===== src/rtl/spi_pkt_sequencer.sv =====
// APB master that streams 64-bit TX packets and collects 64-bit RX packets
// through the SPI/RF peripheral, one byte at a time (CONFIG, TX, CMD, STATUS poll, RX).
`timescale 1ns/1ps
module spi_pkt_sequencer #(
  parameter int         BUSY_BIT  = 0,
  parameter int         POLL_MAX  = 4096,
  parameter logic [7:0] CMD_START = 8'h02
) (
  input  logic        i_PCLK,
  input  logic        i_PRESET,
  input  logic [9:0]  i_BASE_ADDR,
  input  logic [1:0]  i_cfg_mode,
  input  logic [1:0]  i_cfg_slave,
  input  logic [1:0]  i_cfg_sck,
  input  logic        i_tx_valid,
  input  logic [63:0] i_tx_data,
  output logic        o_tx_ready,
  input  logic        i_pkt_rec,
  output logic [63:0] o_rx_data,
  output logic        o_rx_valid,
  output logic        o_rx_mode,
  output logic        o_busy,
  output logic        o_err,
  output logic        o_PSEL,
  output logic        o_PENABLE,
  output logic        o_PWRITE,
  output logic [15:0] o_PADDR,
  output logic [7:0]  o_PWDATA,
  input  logic [7:0]  i_PRDATA,
  input  logic        i_PREADY
);

  localparam int PCW = $clog2(POLL_MAX + 1);
  localparam logic [PCW-1:0] POLL_LAST = PCW'(POLL_MAX - 1);

  typedef enum logic [1:0] {IDLE = 2'd0, SETUP = 2'd1, ACCESS = 2'd2, NEXT = 2'd3} state_t;
  typedef enum logic [2:0] {OP_CFG = 3'd0, OP_DATA = 3'd1, OP_CMD = 3'd2,
                            OP_POLL = 3'd3, OP_RD = 3'd4} op_t;

  state_t         state_r;
  op_t            op_r;
  logic [2:0]     byte_cnt_r;
  logic [PCW-1:0] poll_cnt_r;
  logic [7:0]     cfg_r;
  logic [63:0]    tx_sr_r;
  logic [63:0]    rx_sr_r;
  logic           pend_r;
  logic           pkt_d_r;
  logic           fin_r;
  logic           abort_r;

  logic           rise_s;
  logic           rx_req_s;
  logic [5:0]     op_off_s;
  logic           op_wr_s;
  logic [7:0]     op_wdata_s;

  // RX request: a live rising edge counts so RX wins even in its first cycle
  always_comb begin
    rise_s   = i_pkt_rec & ~pkt_d_r;
    rx_req_s = pend_r | rise_s;
  end

  // Register offset, direction and write data of the op held in op_r
  always_comb begin
    op_off_s   = 6'h00;
    op_wr_s    = 1'b0;
    op_wdata_s = 8'h00;
    case (op_r)
      OP_CFG:  begin op_off_s = 6'h00; op_wr_s = 1'b1; op_wdata_s = cfg_r; end
      OP_DATA: begin op_off_s = 6'h04; op_wr_s = 1'b1;
                     op_wdata_s = o_rx_mode ? 8'h00 : tx_sr_r[63:56]; end
      OP_CMD:  begin op_off_s = 6'h0C; op_wr_s = 1'b1; op_wdata_s = CMD_START; end
      OP_POLL: begin op_off_s = 6'h00; op_wr_s = 1'b0; op_wdata_s = 8'h00; end
      OP_RD:   begin op_off_s = 6'h04; op_wr_s = 1'b0; op_wdata_s = 8'h00; end
      default: begin op_off_s = 6'h00; op_wr_s = 1'b0; op_wdata_s = 8'h00; end
    endcase
  end

  // Packet sequencer: arbitration, APB phases, op pointer, byte/poll counters
  always_ff @(posedge i_PCLK or posedge i_PRESET) begin
    if (i_PRESET) begin
      state_r    <= IDLE;
      op_r       <= OP_CFG;
      byte_cnt_r <= 3'd0;
      poll_cnt_r <= '0;
      cfg_r      <= 8'h00;
      tx_sr_r    <= 64'h0;
      rx_sr_r    <= 64'h0;
      pend_r     <= 1'b0;
      pkt_d_r    <= 1'b0;
      fin_r      <= 1'b0;
      abort_r    <= 1'b0;
      o_tx_ready <= 1'b0;
      o_rx_data  <= 64'h0;
      o_rx_valid <= 1'b0;
      o_rx_mode  <= 1'b0;
      o_busy     <= 1'b0;
      o_err      <= 1'b0;
      o_PSEL     <= 1'b0;
      o_PENABLE  <= 1'b0;
      o_PWRITE   <= 1'b0;
      o_PADDR    <= 16'h0000;
      o_PWDATA   <= 8'h00;
    end else begin
      pkt_d_r    <= i_pkt_rec;
      o_tx_ready <= 1'b0;
      o_rx_valid <= 1'b0;
      o_err      <= 1'b0;
      if (rise_s && !o_rx_mode) begin
        pend_r <= 1'b1;
      end
      case (state_r)
        IDLE: begin
          if (rx_req_s || i_tx_valid) begin
            state_r    <= SETUP;
            op_r       <= OP_CFG;
            byte_cnt_r <= 3'd0;
            rx_sr_r    <= 64'h0;
            cfg_r      <= {2'b00, i_cfg_mode, i_cfg_slave, i_cfg_sck};
            o_busy     <= 1'b1;
            o_PSEL     <= 1'b1;
            o_PWRITE   <= 1'b1;
            o_PADDR    <= {i_BASE_ADDR, 6'h00};
            o_PWDATA   <= {2'b00, i_cfg_mode, i_cfg_slave, i_cfg_sck};
            if (rx_req_s) begin
              pend_r    <= 1'b0;
              o_rx_mode <= 1'b1;
            end else begin
              tx_sr_r    <= i_tx_data;
              o_tx_ready <= 1'b1;
            end
          end
        end
        SETUP: begin
          o_PENABLE <= 1'b1;
          state_r   <= ACCESS;
        end
        ACCESS: begin
          if (i_PREADY) begin
            o_PSEL    <= 1'b0;
            o_PENABLE <= 1'b0;
            state_r   <= NEXT;
            case (op_r)
              OP_CFG:  op_r <= OP_DATA;
              OP_DATA: begin
                op_r    <= OP_CMD;
                tx_sr_r <= {tx_sr_r[55:0], 8'h00};
              end
              OP_CMD: begin
                op_r       <= OP_POLL;
                poll_cnt_r <= '0;
              end
              OP_POLL: begin
                if (i_PRDATA[BUSY_BIT]) begin
                  if (poll_cnt_r == POLL_LAST) begin
                    abort_r <= 1'b1;
                  end else begin
                    poll_cnt_r <= poll_cnt_r + 1'b1;
                  end
                end else if (o_rx_mode) begin
                  op_r <= OP_RD;
                end else if (byte_cnt_r == 3'd7) begin
                  fin_r <= 1'b1;
                end else begin
                  byte_cnt_r <= byte_cnt_r + 3'd1;
                  op_r       <= OP_CFG;
                end
              end
              OP_RD: begin
                rx_sr_r <= {rx_sr_r[55:0], i_PRDATA};
                if (byte_cnt_r == 3'd7) begin
                  fin_r <= 1'b1;
                end else begin
                  byte_cnt_r <= byte_cnt_r + 3'd1;
                  op_r       <= OP_CFG;
                end
              end
              default: op_r <= OP_CFG;
            endcase
          end
        end
        NEXT: begin
          if (abort_r || fin_r) begin
            // A timed-out packet reports o_err instead of delivering data
            state_r    <= IDLE;
            abort_r    <= 1'b0;
            fin_r      <= 1'b0;
            o_busy     <= 1'b0;
            o_rx_mode  <= 1'b0;
            o_err      <= abort_r;
            o_rx_valid <= o_rx_mode & ~abort_r;
            if (o_rx_mode && !abort_r) begin
              o_rx_data <= rx_sr_r;
            end
          end else begin
            state_r  <= SETUP;
            o_PSEL   <= 1'b1;
            o_PWRITE <= op_wr_s;
            o_PADDR  <= {i_BASE_ADDR, op_off_s};
            o_PWDATA <= op_wdata_s;
          end
        end
        default: state_r <= IDLE;
      endcase
    end
  end

endmodule

===== config.mk =====
export PLATFORM = sky130hd
export DESIGN_NAME = spi_pkt_sequencer
export DESIGN_NICKNAME = d
export VERILOG_FILES = /design/src/rtl/spi_pkt_sequencer.sv
export SDC_FILE = /design/constraint.sdc
export NUM_CORES = 1
export LEC_CHECK = 0
export CORE_MARGIN = 5
export CORE_UTILIZATION = 46
export CTS_CLUSTER_DIAMETER = 60
export CTS_CLUSTER_SIZE = 10
export DETAILED_ROUTE_END_ITERATION = 6
export GPL_ROUTABILITY_DRIVEN = 0
export PLACE_DENSITY = 0.78
export SLEW_MARGIN = 20
export SYNTH_ARGS = -nofsm -noshare
export SYNTH_HDL_FRONTEND = slang
export SYNTH_SLANG_ARGS = --single-unit

===== constraint.sdc =====
create_clock -name i_PCLK -period 8.3 [get_ports i_PCLK]
set_input_delay 0.83 -clock i_PCLK [delete_from_list [all_inputs] [get_ports i_PCLK]]
set_output_delay 0.83 -clock i_PCLK [all_outputs]
set_load 0.01 [all_outputs]

After elaboration in Yosys (flattened, before gate mapping)
Cells that the tools add are included.
Word-level totals
  register bits: 255
  input bits: 93
  output and inout port bits: 96
  word-level logic and storage cells: 158
Cells by class
  add/subtract/negate cells: 2
  equality and inequality tests: 25
  mux-type cells: 73
  bitwise gates (word level): 5
  reductions and logical operators: 31
Operator list (number)
  $mux 64: 7
  $pmux 64 s2: 2
  $mux 16: 2
  $pmux 16 s2: 1
  $mux 1: 28
  $mux 3: 9
  $mux 13: 2
  $pmux 13 s2: 1
  $mux 8: 3
  $ne 2x2->1 const B: 12
  $pmux 8 s3: 1
  $pmux 3 s2: 3
  $reduce_and 6->1: 3
  $pmux 8 s2: 1
  $reduce_and 4->1: 4
  $pmux 3 s5: 1
  $pmux 1 s2: 7
  $add 13x1->13 const B: 1
  $eq 13x12->1 const B: 1
  $reduce_and 5->1: 2
  $reduce_bool 2->1: 5
  $reduce_and 3->1: 3
  $pmux 2 s4: 1
  $pmux 4 s2: 1
  other kinds (23): 35

Logic depth before layout (Yosys ltp)
Gate-level depths: netlist (run 1).
  word-level depth: 7
  mapped depth: 9
  mapped depth without buffers: 6

Worst setup path before layout (run 1)
No wires, ideal clock.
  path kind: input port to flip-flop
  from: input port i_pkt_rec
  to: register tx_sr_r[10]
  arrival time: 2143 ps
  data required time: 8175 ps
  path slack: 6032 ps
  stages: 7
  buffers on the path: 3
  path through: nor2b_1 buf_2 nand4bb_4 a22oi_4 buf_8 buf_12 mux2_4
Between the ends
  longest elaborated chain between the ends: 5
  elaborated cells between the ends (all ways): 6
  those cells by class: 2 x eq/ne; 2 x bitwise; 2 x reduce/logical
RTL lines
  from (decl): RTL line 18  | input logic i_pkt_rec,
  $and 1x1->1 *: RTL line 60  | rise_s = i_pkt_rec & ~pkt_d_r;
  $or 1x1->1 *: RTL line 61  | rx_req_s = pend_r | rise_s;
  $logic_or 1x1->1: RTL line 115  | if (rx_req_s || i_tx_valid) begin
  $ne 2x2->1 (no line)
  $reduce_and 5->1 (no line) *
  to (signal assigned): RTL line 130  | tx_sr_r <= i_tx_data;
  to (signal assigned): RTL line 148  | tx_sr_r <= {tx_sr_r[55:0], 8'h00};
  to (decl): RTL line 45  | logic [63:0] tx_sr_r;
Mark *: on every way between the ends. The rest lies on a longest branch, timed or not.
A chain may end at the register's enable or synchronous reset.

Worst setup path in the final report (run 1)
  from: register state_r[0]
  to: register tx_sr_r[38]
Between the ends
  longest elaborated chain between the ends: 3
  elaborated cells between the ends (all ways): 9
  those cells by class: 5 x eq/ne; 1 x mux; 3 x reduce/logical
RTL lines
  from (decl): RTL line 40  | state_t state_r;
  from (signal assigned): RTL line 83  | state_r <= IDLE;
  from (signal assigned): RTL line 116  | state_r <= SETUP;
  from (signal assigned): RTL line 137  | state_r <= ACCESS;
  $eq 2x2->1 / $logic_not 2->1 (equally long branches): RTL line 113  | case (state_r)
  $ne 2x2->1 (no line) / $reduce_bool 2->1 (equally long branches)
  $reduce_and 5->1 (no line)
Parallel ways exist; a longest one is shown, timed or not.

==> metrics, run 1 <==
Synth Cell Area ~0.011 sq mm; Critical Path End Type flip-flop; worst hold path class flip-flop to flip-flop; Port Buffers around 180; fin nets 1260; synthesized flop and latch total ~250; Slowest-stage cell, CP buf_4; CTS H-tree lvls 1; maximum fanout along the worst path slightly above 80; Final Slew Violations 0; leak pwr 6.04 nW; CP Data Required Time 8.70 ns; Die H between 150 and 200 um; pre-CTS WS 4.82 ns; Worst setup SP type flip-flop; core box area 0.0245 sq mm; WL per Instance 17.1 um; CTS Buf Count 29; CP most frequent cell buf_4; Reg area 0.00628 sq mm; post-synthesis async set-or-reset flop share 1.00; DR pass1 iterations 5; status finished clean; number of gates resized after cts 0; Root Buffer Master clkbuf_16; Overall Power 5.19 mW; die area 0.0282 sq mm; WP buf/inv 3; initial drt markers 430; Routed WL 25400 um; Synth Flop Type dfrtp_1; Die W 168 um; fillers 1994; post-route ant nets 0; sequential share of the synthesized area 0.547; worst skew pair latency 0.52 ns; gr ovfl total 0; Avg Vias per Cell ~5.2; GRT Total Usage 0.175; Avg Cell Area, Syn around 12 sq um; placement row count 57; I/O pins approximately 190; Pwr Density 364 mW/mm^2; Hold Fails Final Rpt 0; max-cap violations 0; post-CTS setup buffer count 0; CP arrival approximately 3.6 ns; largest net degree at the start of global routing 130; Final HPWL DP 17000 um; Clock Skew 0.00605 ns; area of the multi-input gates 0.00454 sq mm; number of vias in the routed layout 7675; crit-path cells inv_1, ha_4, buf_4, a22oi_4, buf_4, mux2_4; Hold Buf Count CTS 0; Clk pin slew, worst setup/hold paths 0.05 ns; initial antenna violation count 1; global-route wire length before repair 40900 um; family with the most delay on the worst path buffers and inverters; Tmin final 3.17 ns; Final WS setup 5.13 ns; peak supply drop 0.000178 V; Max stage delay on crit path 0.73 ns; Residual DRC 0; synth unique cells 66; Crit Path Category flip-flop to flip-flop; share of cells above drive strength 1 0.161; Max Root-Sink Buffers 3; vias in the first global route about 8000; Synth Instances 996; area grow syn2layout 24.2%; Slew HR 0.267; number of clock sinks 251; RSZ-0062 raised after global routing no; Post-synth EDFFs 0; Setup TNS Final 0 ns; setup violators final 0; CTS tree yes; Worst Max-Slew Pin Slew 1.10 ns; Initial Util 0.469; final worst-path cycle share 0.382; Max Clock Freq 315 MHz; Synthesis Warnings 0
-- cell families (layout without fill, tap and decap cells) --
| kind of cell | Yosys count | count (layout) | share of synthesized area |
|---|---|---|---|
| xor gates and xnor gates | 1 | 1 | 0.000763 |
| DFF | 251 | 251 | 0.547 |
| adders and majority gates | 7 | 7 | 0.00763 |
| buffers and inverters | 145 | 308 | 0.0628 |
| and+or+nand+nor | 240 | 240 | 0.101 |
| other | 1 | 5 | 0.000327 |
| muxes | 193 | 193 | 0.195 |
| AOI/OAI and AO/OA | 158 | 158 | 0.0848 |
-- per-layer routing --
layer / GRT usage / part of all wire / wire length, um / vias up
met5: 0 / 0 / 0 / -
met4: 0.0459 / 0.020 / 501 / 0
met3: 0.0417 / 0.069 / 1750 / 39
met2: 0.290 / 0.47 / 12000 / 222
met1: 0.232 / 0.44 / 11100 / 3721
li1: - / - / - / 3693
-- metrics by stage --
stage	cells	utilization	area, sq um	hold slack, ns
after floorplan	999	-	11500	0.442
after global placement	1452	0.549	13400	0.453
after detailed placement	1452	0.549	13400	0.463
after CTS	1485	0.581	14200	0.476
after global routing	1487	0.583	14300	0.495
final	1487	0.583	14300	0.474
-- sequential cells by signal, indices dropped and copies added, names as in the netlist, 6 cells and up --
signal      flops
rx_sr_r        64
o_PWDATA        8
poll_cnt_r     13
cfg_r           6
o_PADDR        12
o_rx_data      64
tx_sr_r        64
-- worst register-to-register path: cells and delay by family (launching register included) --
kind | cells | cell delay [ns]
mux | 1 | 0.45
compound gates | 1 | 0.14
fa+ha+maj | 1 | 0.72
buf+inv | 3 | 1.32
flops | 1 | 0.42
-- synth_stat cells, drive strengths merged, types with 4 or more instances --
cell,number,area share
and3,4,0.0024
o31ai,14,0.0092
a2bb2oi,6,0.0046
clkbuf,24,0.0079
or4,6,0.0039
nor3,6,0.0046
dfrtp,251,0.55
nand2,166,0.054
buf,37,0.027
mux2,126,0.14
nand2b,4,0.0022
a22o,10,0.0076
nor2,11,0.0036
nand4,5,0.0040
ha,7,0.0076
inv,83,0.027
nand3,6,0.0026
a21oi,18,0.0082
nor2b,11,0.0060
mux2i,67,0.058
o21ai,90,0.039
-- final cells by class --
type / count / share of cell area
tap: 324 / 0.0284
sequential: 251 / 0.441
clock inverter: 1 / 0.00211
multi-input combinational: 603 / 0.318
timing repair buffer: 191 / 0.134
clock buffer: 32 / 0.0531
inverter: 84 / 0.0227
antenna: 1 / 0.000176
-- final timing paths --
check,startpoint,endpoint,slack (ns),cells past startpoint
setup reg to reg,state_r[0]$_DFFE_PP0P_,tx_sr_r[38]$_DFFE_PP0P_,5.13,6
hold reg to reg,cfg_r[3]$_DFFE_PP0P_,cfg_r[3]$_DFFE_PP0P_,0.47,2
hold / removal,cfg_r[3]$_DFFE_PP0P_,cfg_r[3]$_DFFE_PP0P_,0.47,2
max in group asynchronous,i_PRESET,o_PADDR[6]$_DFFE_PP0P_,6.00,3
setup / recovery,state_r[0]$_DFFE_PP0P_,tx_sr_r[38]$_DFFE_PP0P_,5.13,6
min in group asynchronous,i_PRESET,o_rx_data[63]$_DFFE_PP0P_,0.84,2
-- placed cells by master (no fill, tap or decap), types with 7 or more instances in the layout --
cell type        netlist  layout
nor2b_1               11      11
a21oi_1               17      16
mux2_4                40      40
clkdlybuf4s50_1        0     184
clkbuf_16              0      29
mux2i_1               67      67
o31ai_1               14      13
o21ai_1                7       7
a22o_1                10      10
mux2_2                85      85
dfrtp_1              251     251
nor2_1                11      11
inv_1                 83      82
nand2_1              166     166
o21ai_0               83      83
-- report_power, final --
group,internal (mW),switching (mW)
clock,0.661,0.448
sequential,1.70,0.301
combinational,1.13,0.948
(Power assumes the default switching activity.)
==> run 2, diff against run 1 <==
--- a/config.mk
+++ b/config.mk
@@ -11,7 +11,7 @@
 export CTS_CLUSTER_SIZE = 10
 export DETAILED_ROUTE_END_ITERATION = 6
 export GPL_ROUTABILITY_DRIVEN = 0
-export PLACE_DENSITY = 0.78
+export PLACE_DENSITY = 0.81
 export SLEW_MARGIN = 20
 export SYNTH_ARGS = -nofsm -noshare
 export SYNTH_HDL_FRONTEND = slang
==> constraint.sdc (replaced) <==
create_clock -name i_PCLK -period 2.7 [get_ports i_PCLK]
set_input_delay 0.27 -clock i_PCLK [delete_from_list [all_inputs] [get_ports i_PCLK]]
set_output_delay 0.27 -clock i_PCLK [all_outputs]
set_load 0.01 [all_outputs]
==> run 2 against run 1 <==
Clock power rose to 3.0 times the previous value. Worst hold slack worse by 0.38 ns. Final cell count up 1.3%. Flip-flop and latch count unchanged. Worst setup slack worse by 4.8 ns. Routed wire length down 1.6%. Fmax up 32%. Sequential power rose to 3.1 times the previous value. Highest routed layer is now met5.
==> metrics, run 2 (same netlist as run 1, synthesis figures left out) <==
Residual DRC 0; Max Root-Sink Buffers 3; Final HPWL DP 17400 um; number of vias in the routed layout 7793; Clock Skew 0.00902 ns; fillers just under 2000; Crit Path Category flip-flop to flip-flop; post-route ant nets 0; global-route wire length before repair 41700 um; Initial Util 0.469; initial drt markers 389; max-cap violations 0; Die W 168 um; Final Slew Violations 0; fin nets ~1300; Pwr Density 1110 mW/mm^2; worst skew pair latency 0.54 ns; CTS Buf Count 29; share of cells above drive strength 1 0.174; most common cell after layout, fill and taps aside dfrtp_1; I/O pins 189; Routed WL ~25000 um; leak pwr 6.13 nW; Antenna diodes 0; Die H roughly 170 um; setup violators final 0; Tmin final around 2.4 ns; core box area ~0.024 sq mm; WP buf/inv 3; Critical Path End Type flip-flop; largest net degree at the start of global routing 79; Setup TNS Final 0 ns; DR pass1 iterations 4; Final WS setup around 0.30 ns; Hold Buf Count CTS 0; Worst setup SP type flip-flop; vias in the first global route 8141; number of clock sinks between 200 and 300; Max Clock Freq 417 MHz; Placed Cells 1472; pre-CTS WS 0.105 ns; Avg Vias per Cell 5.17; family with the most delay on the worst path buffers and inverters; GRT Total Usage 0.176; post-CTS setup buffer count 0; final std cells w/o fill between 1500 and 2000; Slew HR 0.516; die area 0.0282 sq mm; number of gates resized after cts 0; Hold Fails Final Rpt 0; final worst-path cycle share 0.889; Max stage delay on crit path around 0.48 ns; Slowest-stage cell, CP a22oi_4; Top Registers o_rx_data x64, rx_sr_r x64, tx_sr_r x64; status finished clean; crit-path cells inv_1, ha_1, buf_4, nand4bb_4, a22oi_4, buf_12, mux2_2; initial antenna violation count 1; Final Core Density 0.591; Overall Power 16.0 mW; CTS H-tree lvls 1; Worst Max-Slew Pin Slew about 0.72 ns; commonest cells after routing, fill and taps aside dfrtp_1, clkdlybuf4s50_1, nand2_1, mux2_2, o21ai_0; CP arrival 2.82 ns; area grow syn2layout 26.0%; maximum fanout along the worst path 27; gr ovfl total 0; placement row count 57; peak supply drop between 0.0006 and 0.0007 V; CTS tree yes; WL per Instance around 17 um; Root Buffer Master clkbuf_16; Clk pin slew, worst setup/hold paths 0.06 ns; Port Buffers 184; worst hold path class primary input to asynchronous set/reset pin; RSZ-0062 raised after global routing no; CP Data Required Time between 3 and 4 ns
[run 2: report_power, final]
group	internal, mW	total (mW)	leakage, nW	switching, mW
Clock	1.90	3.33	0.372	1.43
Sequential	5.23	6.10	3.28	0.871
Combinational	3.61	6.61	2.48	2.99
[run 2: worst register-to-register path: cells and delay by family (launching register included)]
family | cells | cell delay, ns
compound gates | 1 | 0.48
fa+ha+maj | 1 | 0.22
buf+inv | 3 | 0.63
flops | 1 | 0.42
mux | 1 | 0.38
simple gates | 1 | 0.15
[run 2: cell type report]
| class | instances | area, sq um | area share |
|---|---|---|---|
| clock buffer | 30 | 729 | 0.0505 |
| clock inverter | 3 | 32.5 | 0.00225 |
| inverter | 84 | 319 | 0.0221 |
| multi-input combinational | 603 | 4520 | 0.313 |
| sequential | 251 | 6280 | 0.434 |
| tap | 324 | 405 | 0.0280 |
| timing repair buffer | 211 | 2160 | 0.150 |
[run 2: worst paths after layout]
kind | cells past startpoint | startpoint | slack (ns) | end
setup / recovery | 7 | state_r[0]$_DFFE_PP0P_ | 0.30 | tx_sr_r[56]$_DFFE_PP0P_
hold / removal | 2 | i_PRESET | 0.09 | o_rx_data[55]$_DFFE_PP0P_
setup reg to reg | 7 | state_r[0]$_DFFE_PP0P_ | 0.30 | tx_sr_r[56]$_DFFE_PP0P_
hold reg to reg | 2 | cfg_r[2]$_DFFE_PP0P_ | 0.48 | cfg_r[2]$_DFFE_PP0P_
max in group asynchronous | 4 | i_PRESET | 1.78 | tx_sr_r[53]$_DFFE_PP0P_
min in group i_PCLK | 1 | i_pkt_rec | 0.25 | pkt_d_r$_DFF_PP0_
[run 2: per-stage QoR]
stage	area (sq um)	hold slack, ns
after global routing	14500	0.122
after detailed placement	13700	0.463
after global placement	13700	0.454
after CTS	14400	0.0890
after floorplan	11500	0.301
final	14500	0.0902
[run 2: per-layer routing]
metal	GRT usage	share of wire	up-vias
met1	0.244	0.45	3816
met4	0.0438	0.023	2
met5	0	0.00044	-
met2	0.286	0.47	211
met3	0.0370	0.058	41
li1	-	-	3723
==> run 3, diff against run 2 <==
--- a/config.mk
+++ b/config.mk
@@ -10,9 +10,8 @@
 export CTS_CLUSTER_DIAMETER = 60
 export CTS_CLUSTER_SIZE = 10
 export DETAILED_ROUTE_END_ITERATION = 6
-export GPL_ROUTABILITY_DRIVEN = 0
 export PLACE_DENSITY = 0.81
-export SLEW_MARGIN = 20
+export REMOVE_ABC_BUFFERS = 1
 export SYNTH_ARGS = -nofsm -noshare
 export SYNTH_HDL_FRONTEND = slang
 export SYNTH_SLANG_ARGS = --single-unit
==> run 3 against run 2 <==
Combinational power shrank 2%. Sequential power hardly changed. Critical path depth is 1 lower. Total power down 0.65%. Worst hold slack improved by 0.072 ns. Clock skew is 0.0034 ns higher. Largest cell class unchanged.
==> metrics, run 3 (same netlist as run 1, synthesis figures left out) <==
CTS Buf Count 29; Root Buffer Master clkbuf_16; largest net degree at the start of global routing between 70 and 80; gr ovfl total 0; core box area 0.0245 sq mm; Final Slew Violations 0; fillers 2002; switching pwr approximately 5.2 mW; combinational share of power 0.407; peak supply drop 0.000879 V; Routed WL 24900 um; Max Root-Sink Buffers 3; worst skew pair latency 0.54 ns; Worst Max-Slew Pin Slew 0.761 ns; Placed Cells 1465; leak pwr between 6 and 7 nW; CTS tree yes; vias in the first global route 8217; maximum fanout along the worst path 32; CP Data Required Time 3.12 ns; GPL Wtd Cong 0.760; area grow syn2layout 25.4%; Crit Path Category flip-flop to flip-flop; Hold Fails Final Rpt 0; Clk pin slew, worst setup/hold paths 0.05 ns; Sw Ratio 0.328; placement row count 57; Port Buffers 184; Critical Path End Type flip-flop; crit-path cells inv_1, ha_1, nand2b_1, o32ai_4, buf_4, mux2_2; number of vias in the routed layout 7713; Die H 168 um; Final HPWL DP roughly 17000 um; post-CTS setup buffer count 0; initial drt markers roughly 460; Slowest-stage cell, CP dfrtp_1; sequential share of power 0.383; WL per Instance between 15 and 20 um; status finished clean; Residual DRC 0; CP arrival 2.74 ns; Worst setup SP type flip-flop; final worst-path cycle share 0.859; Clock Skew 0.0124 ns; Die W 168 um; setup violators final 0; Reg area 0.00628 sq mm; area of the multi-input gates 0.00452 sq mm; Tmin final 2.32 ns; number of clock sinks around 250; commonest cells after routing, fill and taps aside dfrtp_1, clkdlybuf4s50_1, nand2_1, mux2_2, o21ai_0; Setup TNS Final 0 ns; initial antenna violation count 2; Hold Buf Count CTS 0; share of cells above drive strength 1 0.169; fin nets 1272; Pwr Density 1110 mW/mm^2; Max stage delay on crit path 0.42 ns; post-route ant nets 0; GRT Total Usage 0.174; number of gates resized after cts 0; CTS H-tree lvls 1; I/O pins around 190; Clk pwr share 0.210; RSZ-0062 raised after global routing no; max-cap violations 0; global-route wire length before repair 41200 um; most common cell after layout, fill and taps aside dfrtp_1; Initial Util 0.469; DR pass1 iterations 4; Avg Vias per Cell 5.14; final std cells w/o fill 1500; Max Clock Freq 431 MHz; Internal Pwr Total 10.7 mW; Slew HR 0.489; die area 0.0282 sq mm; Top Registers o_rx_data x64, rx_sr_r x64, tx_sr_r x64; worst hold path class primary input to asynchronous set/reset pin
run 3: changes by cell type in the layout (fill, tap and decap cells not counted), sizes merged:
| cell | delta |
|---|---|
| diode | +1 |
| clkinvlp | -2 |
| inv | +1 |
| clkinv | +1 |
| buf | -8 |
| clkbuf | +1 |
run 3: layout make-up:
cell class / count / area share
diodes: 1 / 0.000174
clock inverters: 3 / 0.00209
well taps: 324 / 0.0282
inverters: 84 / 0.0224
multi-input cells: 603 / 0.314
clock buffers: 31 / 0.0516
flip-flops and latches: 251 / 0.436
repair buffers: 203 / 0.145
run 3: routing by layer:
layer	global-route usage	share of wire	vias up	routed length (um)
met5	0	0.00028	-	7
met4	0.0385	0.019	2	465
met3	0.0546	0.075	35	1870
met2	0.288	0.47	200	11800
met1	0.225	0.43	3765	10700
li1	-	-	3711	-
run 3: worst paths after layout:
| check | from | to | slack [ns] | cells past startpoint |
|---|---|---|---|---|
| min | i_PRESET | rx_sr_r[2]$_DFFE_PP0P_ | 0.16 | 2 |
| min reg2reg | cfg_r[3]$_DFFE_PP0P_ | cfg_r[3]$_DFFE_PP0P_ | 0.47 | 2 |
| max in group asynchronous | i_PRESET | o_PADDR[11]$_DFFE_PP0P_ | 1.81 | 3 |
| max | state_r[0]$_DFFE_PP0P_ | o_PADDR[15]$_DFFE_PP0P_ | 0.38 | 6 |
| min in group i_PCLK | i_pkt_rec | pkt_d_r$_DFF_PP0_ | 0.20 | 1 |
| max reg2reg | state_r[0]$_DFFE_PP0P_ | o_PADDR[15]$_DFFE_PP0P_ | 0.38 | 6 |
run 3: power groups by stage:
stage	Combinational [mW]	Sequential, mW	Clock [mW]
3_5_place_dp	6.55	6.14	0
4_1_cts	6.58	6.11	3.43
6_report	6.48	6.11	3.34
2_1_floorplan	4.08	6.01	0
3_3_place_gp	6.36	6.08	0
5_1_grt	7.08	6.29	3.58
run 3: stage by stage:
| stage | hold WS (ns) | total power, mW | setup slack [ns] | utilization | instance area (sq um) |
|---|---|---|---|---|---|
| floorplan | 0.301 | 10.1 | -6.15 | - | 11100 |
| global placement | 0.454 | 12.4 | 0.407 | 0.557 | 13600 |
| detailed placement | 0.464 | 12.7 | 0.373 | 0.557 | 13600 |
| CTS | 0.168 | 16.1 | 0.356 | 0.588 | 14400 |
| global route | 0.176 | 16.9 | 0.185 | 0.588 | 14400 |
| finish | 0.163 | 15.9 | 0.380 | 0.588 | 14400 |
run 3: worst max-delay path, delay by kind of cell (launching register included):
family | cells | cell delay [ns]
flip-flops | 1 | 0.42
multiplexers | 1 | 0.39
adder cells (fa/ha/maj) | 1 | 0.40
AO/OA/AOI/OAI | 1 | 0.25
AND/OR/NAND/NOR | 1 | 0.22
buffers and inverters | 2 | 0.52
